File: src/rtl/factorial_accel_if.sv
// Bus-side view of the factorial accelerator: decoded write strobe, word address,
// write/read data and the exported status flags.
interface factorial_accel_if;
    logic        we;
    logic [1:0]  a;
    logic [31:0] wd;
    logic [31:0] rd;
    logic        busy;
    logic        done;
    logic        err;

    modport master (
        output we,
        output a,
        output wd,
        input  rd,
        input  busy,
        input  done,
        input  err
    );

    modport slave (
        input  we,
        input  a,
        input  wd,
        output rd,
        output busy,
        output done,
        output err
    );
endinterface

File: src/rtl/factorial_accel.sv
// Memory-mapped iterative factorial accelerator: one multiply per cycle in CALC,
// result latched in FIN, sticky done/err flags for the SoC status path.
module factorial_accel #(
    parameter int NBITS  = 4,
    parameter int RWIDTH = 32,
    parameter int MAXN   = 12
) (
    input  logic               clk,
    input  logic               reset,
    factorial_accel_if.slave   bus
);
    typedef enum logic [1:0] {
        IDLE = 2'd0,
        CALC = 2'd1,
        FIN  = 2'd2
    } state_t;

    localparam logic [NBITS-1:0]  MAXN_W  = NBITS'(MAXN);
    localparam logic [NBITS-1:0]  ONE_N   = NBITS'(1);
    localparam logic [RWIDTH-1:0] ONE_ACC = RWIDTH'(1);

    state_t              state;
    logic [NBITS-1:0]    nReg;
    logic [NBITS-1:0]    cnt;
    logic [RWIDTH-1:0]   acc;
    logic [RWIDTH-1:0]   result;
    logic                busyReg;
    logic                doneReg;
    logic                errReg;
    logic                errPend;
    logic                errWait;

    logic                nWrite;
    logic                goWrite;
    logic [31:0]         rdMux;
    logic                unusedWd;

    function automatic logic [RWIDTH-1:0] mulTrunc(
        input logic [RWIDTH-1:0] x,
        input logic [NBITS-1:0]  y
    );
        logic [RWIDTH+NBITS-1:0] p;
        p = {{NBITS{1'b0}}, x} * {{RWIDTH{1'b0}}, y};
        return p[RWIDTH-1:0];
    endfunction

    // Register writes are only honoured in IDLE so a running job cannot be disturbed.
    assign nWrite  = bus.we && (bus.a == 2'd0) && (state == IDLE);
    assign goWrite = bus.we && (bus.a == 2'd1) && bus.wd[0] && (state == IDLE);

    assign unusedWd = ^bus.wd[31:NBITS];

    always_ff @(posedge clk or negedge reset) begin
        if (!reset) begin
            state   <= IDLE;
            nReg    <= '0;
            cnt     <= '0;
            acc     <= ONE_ACC;
            result  <= '0;
            busyReg <= 1'b0;
            doneReg <= 1'b0;
            errReg  <= 1'b0;
            errPend <= 1'b0;
            errWait <= 1'b0;
        end else begin
            case (state)
                IDLE: begin
                    if (nWrite) begin
                        nReg <= bus.wd[NBITS-1:0];
                    end
                    if (goWrite) begin
                        doneReg <= 1'b0;
                        errReg  <= 1'b0;
                        if (nReg > MAXN_W) begin
                            // Error jobs spend one extra FIN cycle so they complete
                            // with the same 2-cycle latency as the shortest valid job.
                            errPend <= 1'b1;
                            errWait <= 1'b1;
                            state   <= FIN;
                        end else begin
                            acc     <= ONE_ACC;
                            cnt     <= nReg;
                            busyReg <= 1'b1;
                            state   <= CALC;
                        end
                    end
                end
                CALC: begin
                    if (cnt <= ONE_N) begin
                        busyReg <= 1'b0;
                        state   <= FIN;
                    end else begin
                        acc <= mulTrunc(acc, cnt);
                        cnt <= cnt - ONE_N;
                    end
                end
                FIN: begin
                    if (errWait) begin
                        errWait <= 1'b0;
                    end else begin
                        if (errPend) begin
                            result <= '0;
                            errReg <= 1'b1;
                        end else begin
                            result <= acc;
                        end
                        doneReg <= 1'b1;
                        errPend <= 1'b0;
                        state   <= IDLE;
                    end
                end
                default: begin
                    state <= IDLE;
                end
            endcase
        end
    end

    always_comb begin
        rdMux = '0;
        case (bus.a)
            2'd0:    rdMux = {{(32-NBITS){1'b0}}, nReg};
            2'd1:    rdMux = {31'b0, busyReg};
            2'd2:    rdMux = {29'b0, errReg, busyReg, doneReg};
            default: rdMux = 32'(result);
        endcase
    end

    assign bus.rd   = rdMux;
    assign bus.busy = busyReg;
    assign bus.done = doneReg;
    assign bus.err  = errReg;
endmodule

File: src/flat_wrapper.sv
// flat-port wrapper written by rule: the top's interface ports become plain ports
module factorial_accel_flat 
#(
    parameter int NBITS  = 4,
    parameter int RWIDTH = 32,
    parameter int MAXN   = 12
)
  (clk, reset, bus_we, bus_a, bus_wd, bus_rd, bus_busy, bus_done, bus_err);
  factorial_accel_if bus_i ();
  input  logic clk;
  input  logic reset;
  input wire logic [$bits(bus_i.we)-1:0] bus_we;
  input wire logic [$bits(bus_i.a)-1:0] bus_a;
  input wire logic [$bits(bus_i.wd)-1:0] bus_wd;
  output wire logic [$bits(bus_i.rd)-1:0] bus_rd;
  output wire logic [$bits(bus_i.busy)-1:0] bus_busy;
  output wire logic [$bits(bus_i.done)-1:0] bus_done;
  output wire logic [$bits(bus_i.err)-1:0] bus_err;
  assign bus_i.we = bus_we;
  assign bus_i.a = bus_a;
  assign bus_i.wd = bus_wd;
  assign bus_rd = bus_i.rd;
  assign bus_busy = bus_i.busy;
  assign bus_done = bus_i.done;
  assign bus_err = bus_i.err;
  factorial_accel #(.NBITS(NBITS), .RWIDTH(RWIDTH), .MAXN(MAXN)) u_core (.clk(clk), .reset(reset), .bus(bus_i));
endmodule
File: config.mk
export PLATFORM = sky130hd
export DESIGN_NAME = factorial_accel_flat
export DESIGN_NICKNAME = d
export VERILOG_FILES = /design/src/rtl/factorial_accel_if.sv /design/src/rtl/factorial_accel.sv /design/src/flat_wrapper.sv
export SDC_FILE = /design/constraint.sdc
export NUM_CORES = 1
export LEC_CHECK = 0
export ABC_AREA = 1
export CAP_MARGIN = 10
export CORE_AREA = 2 2 183 185
export DETAILED_ROUTE_END_ITERATION = 6
export DIE_AREA = 0 0 185 187
export PLACE_DENSITY = 0.39
export SLEW_MARGIN = 20
export SYNTH_ARGS = -nofsm -noshare
export SYNTH_HDL_FRONTEND = slang
export SYNTH_SLANG_ARGS = --single-unit
File: constraint.sdc
create_clock -name clk -period 5.4 [get_ports clk]
set_clock_uncertainty 0.2 [all_clocks]
set_input_delay 1.08 -clock clk [delete_from_list [all_inputs] [get_ports clk]]
set_output_delay 1.08 -clock clk [all_outputs]
set_load 0.02 [all_outputs]
==> results.yml <==
status:
  status: "completed"
power_and_ir_drop:
  intPower_mw: 2.33
  switching_power_mw: 2.81
  peakVddDrop_mv: 0.179
  leakagePower_nw: 5.38
  power_density_nw_per_um2: 554
  switching_share_pct: 54.7
  power_frac_clock_pct: 12.8
  pwr-share-seq_pct: 23.0
  comb_power_share_pct: 64.2
clock_tree:
  cts_tree: "yes"
  path_clk_slew_ns: 0.07
  post_cts_buffers: 0
  worstSkewPairLatency_ns: 0.36
  cts_root_buf: "clkbuf_16"
  numCtsBuffers: 9
  cts_resized: 0
  cts.sinks: 79
  h-tree-depth: 3
  ctsLongestPathBuffers: 2
  ctsHoldBuffers: 0
critical_path:
  worstPathCellList: "clkdlybuf4s50_1 -> nand2_1 -> buf_4 -> nor2_1 -> a31oi_1 -> clkdlybuf4s50_1"
  startpoint_type: "input port"
  critPathMaxStageDelay_ns: 0.63
  crit_family: "buffers and inverters"
  timing.critical_path.buf_inv: 3
  cp_max_fo: 20
  arrival_ns: 3.25
  worst_ep_required_time_ns: 4.12
  crit_path_top_delay_cell: "clkdlybuf4s50_1"
  critPathKind: "in2out"
  crit_top_cell: "clkdlybuf4s50_1"
  endpoint_kind: "output pin"
sta:
  max_freq_mhz: 221
  finalHoldViolCount: 0
  report.final.slew_viol_count: 0
  period_share_pct: 83.9
  setup_viol_count_final: 0
  rsz0062_at_grt: "no"
  totalNegativeSetupSlack_ns: 0
  slew_headroom_pct: 46.4
  min_period_ns: 4.53
  worst_pin_slew_ns: 0.804
layout:
  n_antenna_cell: 0
  drive_gt1_share_pct: 4.25
  n_fill_cell: 3767
  layout_common_cells: "nand2_1 (368), inv_1 (337), nand3_1 (88), dfrtp_1 (77), nor2_1 (71)"
  fin_nets: 1394
  final_common_cell: "nand2_1"
  syn_to_final_growth_pct: 14.9
  final_area_sq_um: 9270
hold_path:
  holdCritPathClass: "reg2reg"
drt:
  post_drt_wl_per_cell_um: 14.0
  via_count: 7196
  detail_route.first_pass.iterations: 4
  totalWireLength_mm: 24.0
  drc: 0
  drt_iter0_markers: 376
  vias_per_cell: 4.19
  ant_nets: 0
global_routing:
  grt_max_degree: 44
  first_global_vias: 7395
  track_usage_pct: 14.8
  grt_pass1_wl_mm: 40.1
  antenna_found_initial: 0
  grt_overflow_total: 0
placed_design:
  io_buffers: 43
  postPlaceCellArea_sq_um: 8970
  gp_congestion: 0.857
  detailed_place_hpwl_mm: 18.9
job:
  drv_cap: 0
logic_synthesis:
  yosysTopAreaCell: "dfrtp_1"
  postSynthCellCount: 1239
  synth_top_area_share_pct: 24.2
  syn_avg_cell_area_sq_um: 6.51
  yosysUniqueCellTypes: 39
  synth_area_leaders: "dfrtp_1 (24%), nand2_1 (17%), inv_1 (16%), fa_1 (14%), nand3_1 (5.5%)"
  syn_area_sq_um: 8070
  synth-seq-cells: 79
  yosys_warnings: 0
  seq_area_frac_synth_pct: 24.5
  synth_nets: 1367
die:
  fp.dieH_um: 187
  rows: 67
  die_area_sq_um: 34600
  core-area_sq_um: 32900
  dieWidth_um: 185
  start_util_pct: 24.6
  ios: 72
-- synthesized netlist by cell type --
| cell type | instances |
|---|---|
| nand2_2 | 10 |
| o22ai_1 | 1 |
| buf_4 | 4 |
| nor3_4 | 1 |
| nor2_4 | 3 |
| buf_1 | 2 |
| a21oi_1 | 34 |
| nor2_2 | 2 |
| inv_1 | 338 |
| nand2_4 | 1 |
| a22oi_1 | 1 |
| o21ai_0 | 53 |
| o31ai_1 | 3 |
| ha_1 | 34 |
| buf_6 | 2 |
| nand4_1 | 6 |
| nor2_1 | 72 |
| a21o_1 | 1 |
| dfstp_2 | 1 |
| dfrtp_1 | 78 |
| nand3_1 | 88 |
| nand2_1 | 368 |
| xnor2_1 | 7 |
| o21ai_2 | 1 |
| a31oi_1 | 1 |
| o21ai_1 | 14 |
| nand4_2 | 1 |
| nor3_1 | 9 |
| and2_1 | 3 |
| a22o_1 | 3 |
| nand3b_1 | 2 |
| o21bai_1 | 2 |
| clkbuf_1 | 18 |
| buf_2 | 8 |
| o221ai_1 | 2 |
| xor2_1 | 1 |
| inv_2 | 6 |
| fa_1 | 57 |
| buf_8 | 1 |
-- area by class of cell --
cell class                 instances  area, sq um  share of cell area [%]
sequential                        79         1980                    21.3
tap                              448          561                    6.05
timing repair buffer              51          513                    5.53
clock buffer                       9          225                    2.43
multi-input combinational        781         4620                    49.9
inverter                         344         1290                    13.9
clock inverter                     7         78.8                   0.850
-- logic make-up (layout without fill, tap and decap cells) --
group	Yosys count	in the layout	share of synthesized area, %
AOI/OAI and AO/OA	116	116	7.72
adders and majority gates	91	91	19.4
DFF	79	79	24.5
buffers and inverters	379	411	18.3
xor gates and xnor gates	8	8	0.868
and+or+nand+nor	566	566	29.2
-- final timing paths --
path	startpoint	to	cells past startpoint	slack, ns
max	bus_a[0]	bus_rd[0]	6	0.87
min	u_core.result[0]	u_core.result[0]	2	0.30
max reg2reg	u_core.cnt[3]	u_core.acc[30]	15	1.18
min reg2reg	u_core.result[0]	u_core.result[0]	2	0.30
max in group asynchronous	reset	u_core.result[22]	2	3.50
min in group asynchronous	reset	u_core.result[5]	1	0.50
-- tightest hold or removal path, cell delays in order, from the launching register on --
cell	delay, ns
dfrtp_1	0.35
nand2_1	0.06
nand2_1	0.06
-- through the flow --
step | worst slack (ns) | total power, mW | utilization, % | cells | hold WS (ns)
after floorplan | 1.67 | 3.53 | - | 1239 | 0.250
after global placement | 0.845 | 4.52 | 27.3 | 1703 | 0.299
after detailed placement | 0.802 | 4.53 | 27.3 | 1703 | 0.277
after CTS | 0.795 | 5.24 | 28.2 | 1719 | 0.296
after global routing | 0.664 | 5.82 | 28.2 | 1719 | 0.346
final | 0.871 | 5.14 | 28.2 | 1719 | 0.297
-- metal layers --
metal  wire (um)  GRT usage (%)  vias up  part of all wire (%)
li1            -              -     3697                     -
met2       10700           23.6       99                    45
met5           0              0        -                     0
met4         300           4.03        0                   1.2
met3         579           1.60       21                   2.4
met1       12500           21.3     3379                    52
-- power groups by stage --
| stage | Clock, mW | Sequential (mW) | Combinational [mW] |
|---|---|---|---|
| floorplan | 0 | 1.01 | 2.52 |
| global route | 0.712 | 1.23 | 3.88 |
| CTS | 0.688 | 1.19 | 3.36 |
| global placement | 0 | 1.20 | 3.31 |
| detailed placement | 0 | 1.20 | 3.33 |
| finish | 0.658 | 1.18 | 3.30 |
-- state kept, by name, indices dropped and copies added (netlist names) --
name,cells
u_core.bus.err,1
u_core.state,2
u_core.result,32
u_core.acc,32
u_core.nReg,4
u_core.bus.busy,1
u_core.bus.done,1
u_core.errPend,1
u_core.errWait,1
u_core.cnt,4
Power figures use the tool's default switching activity.
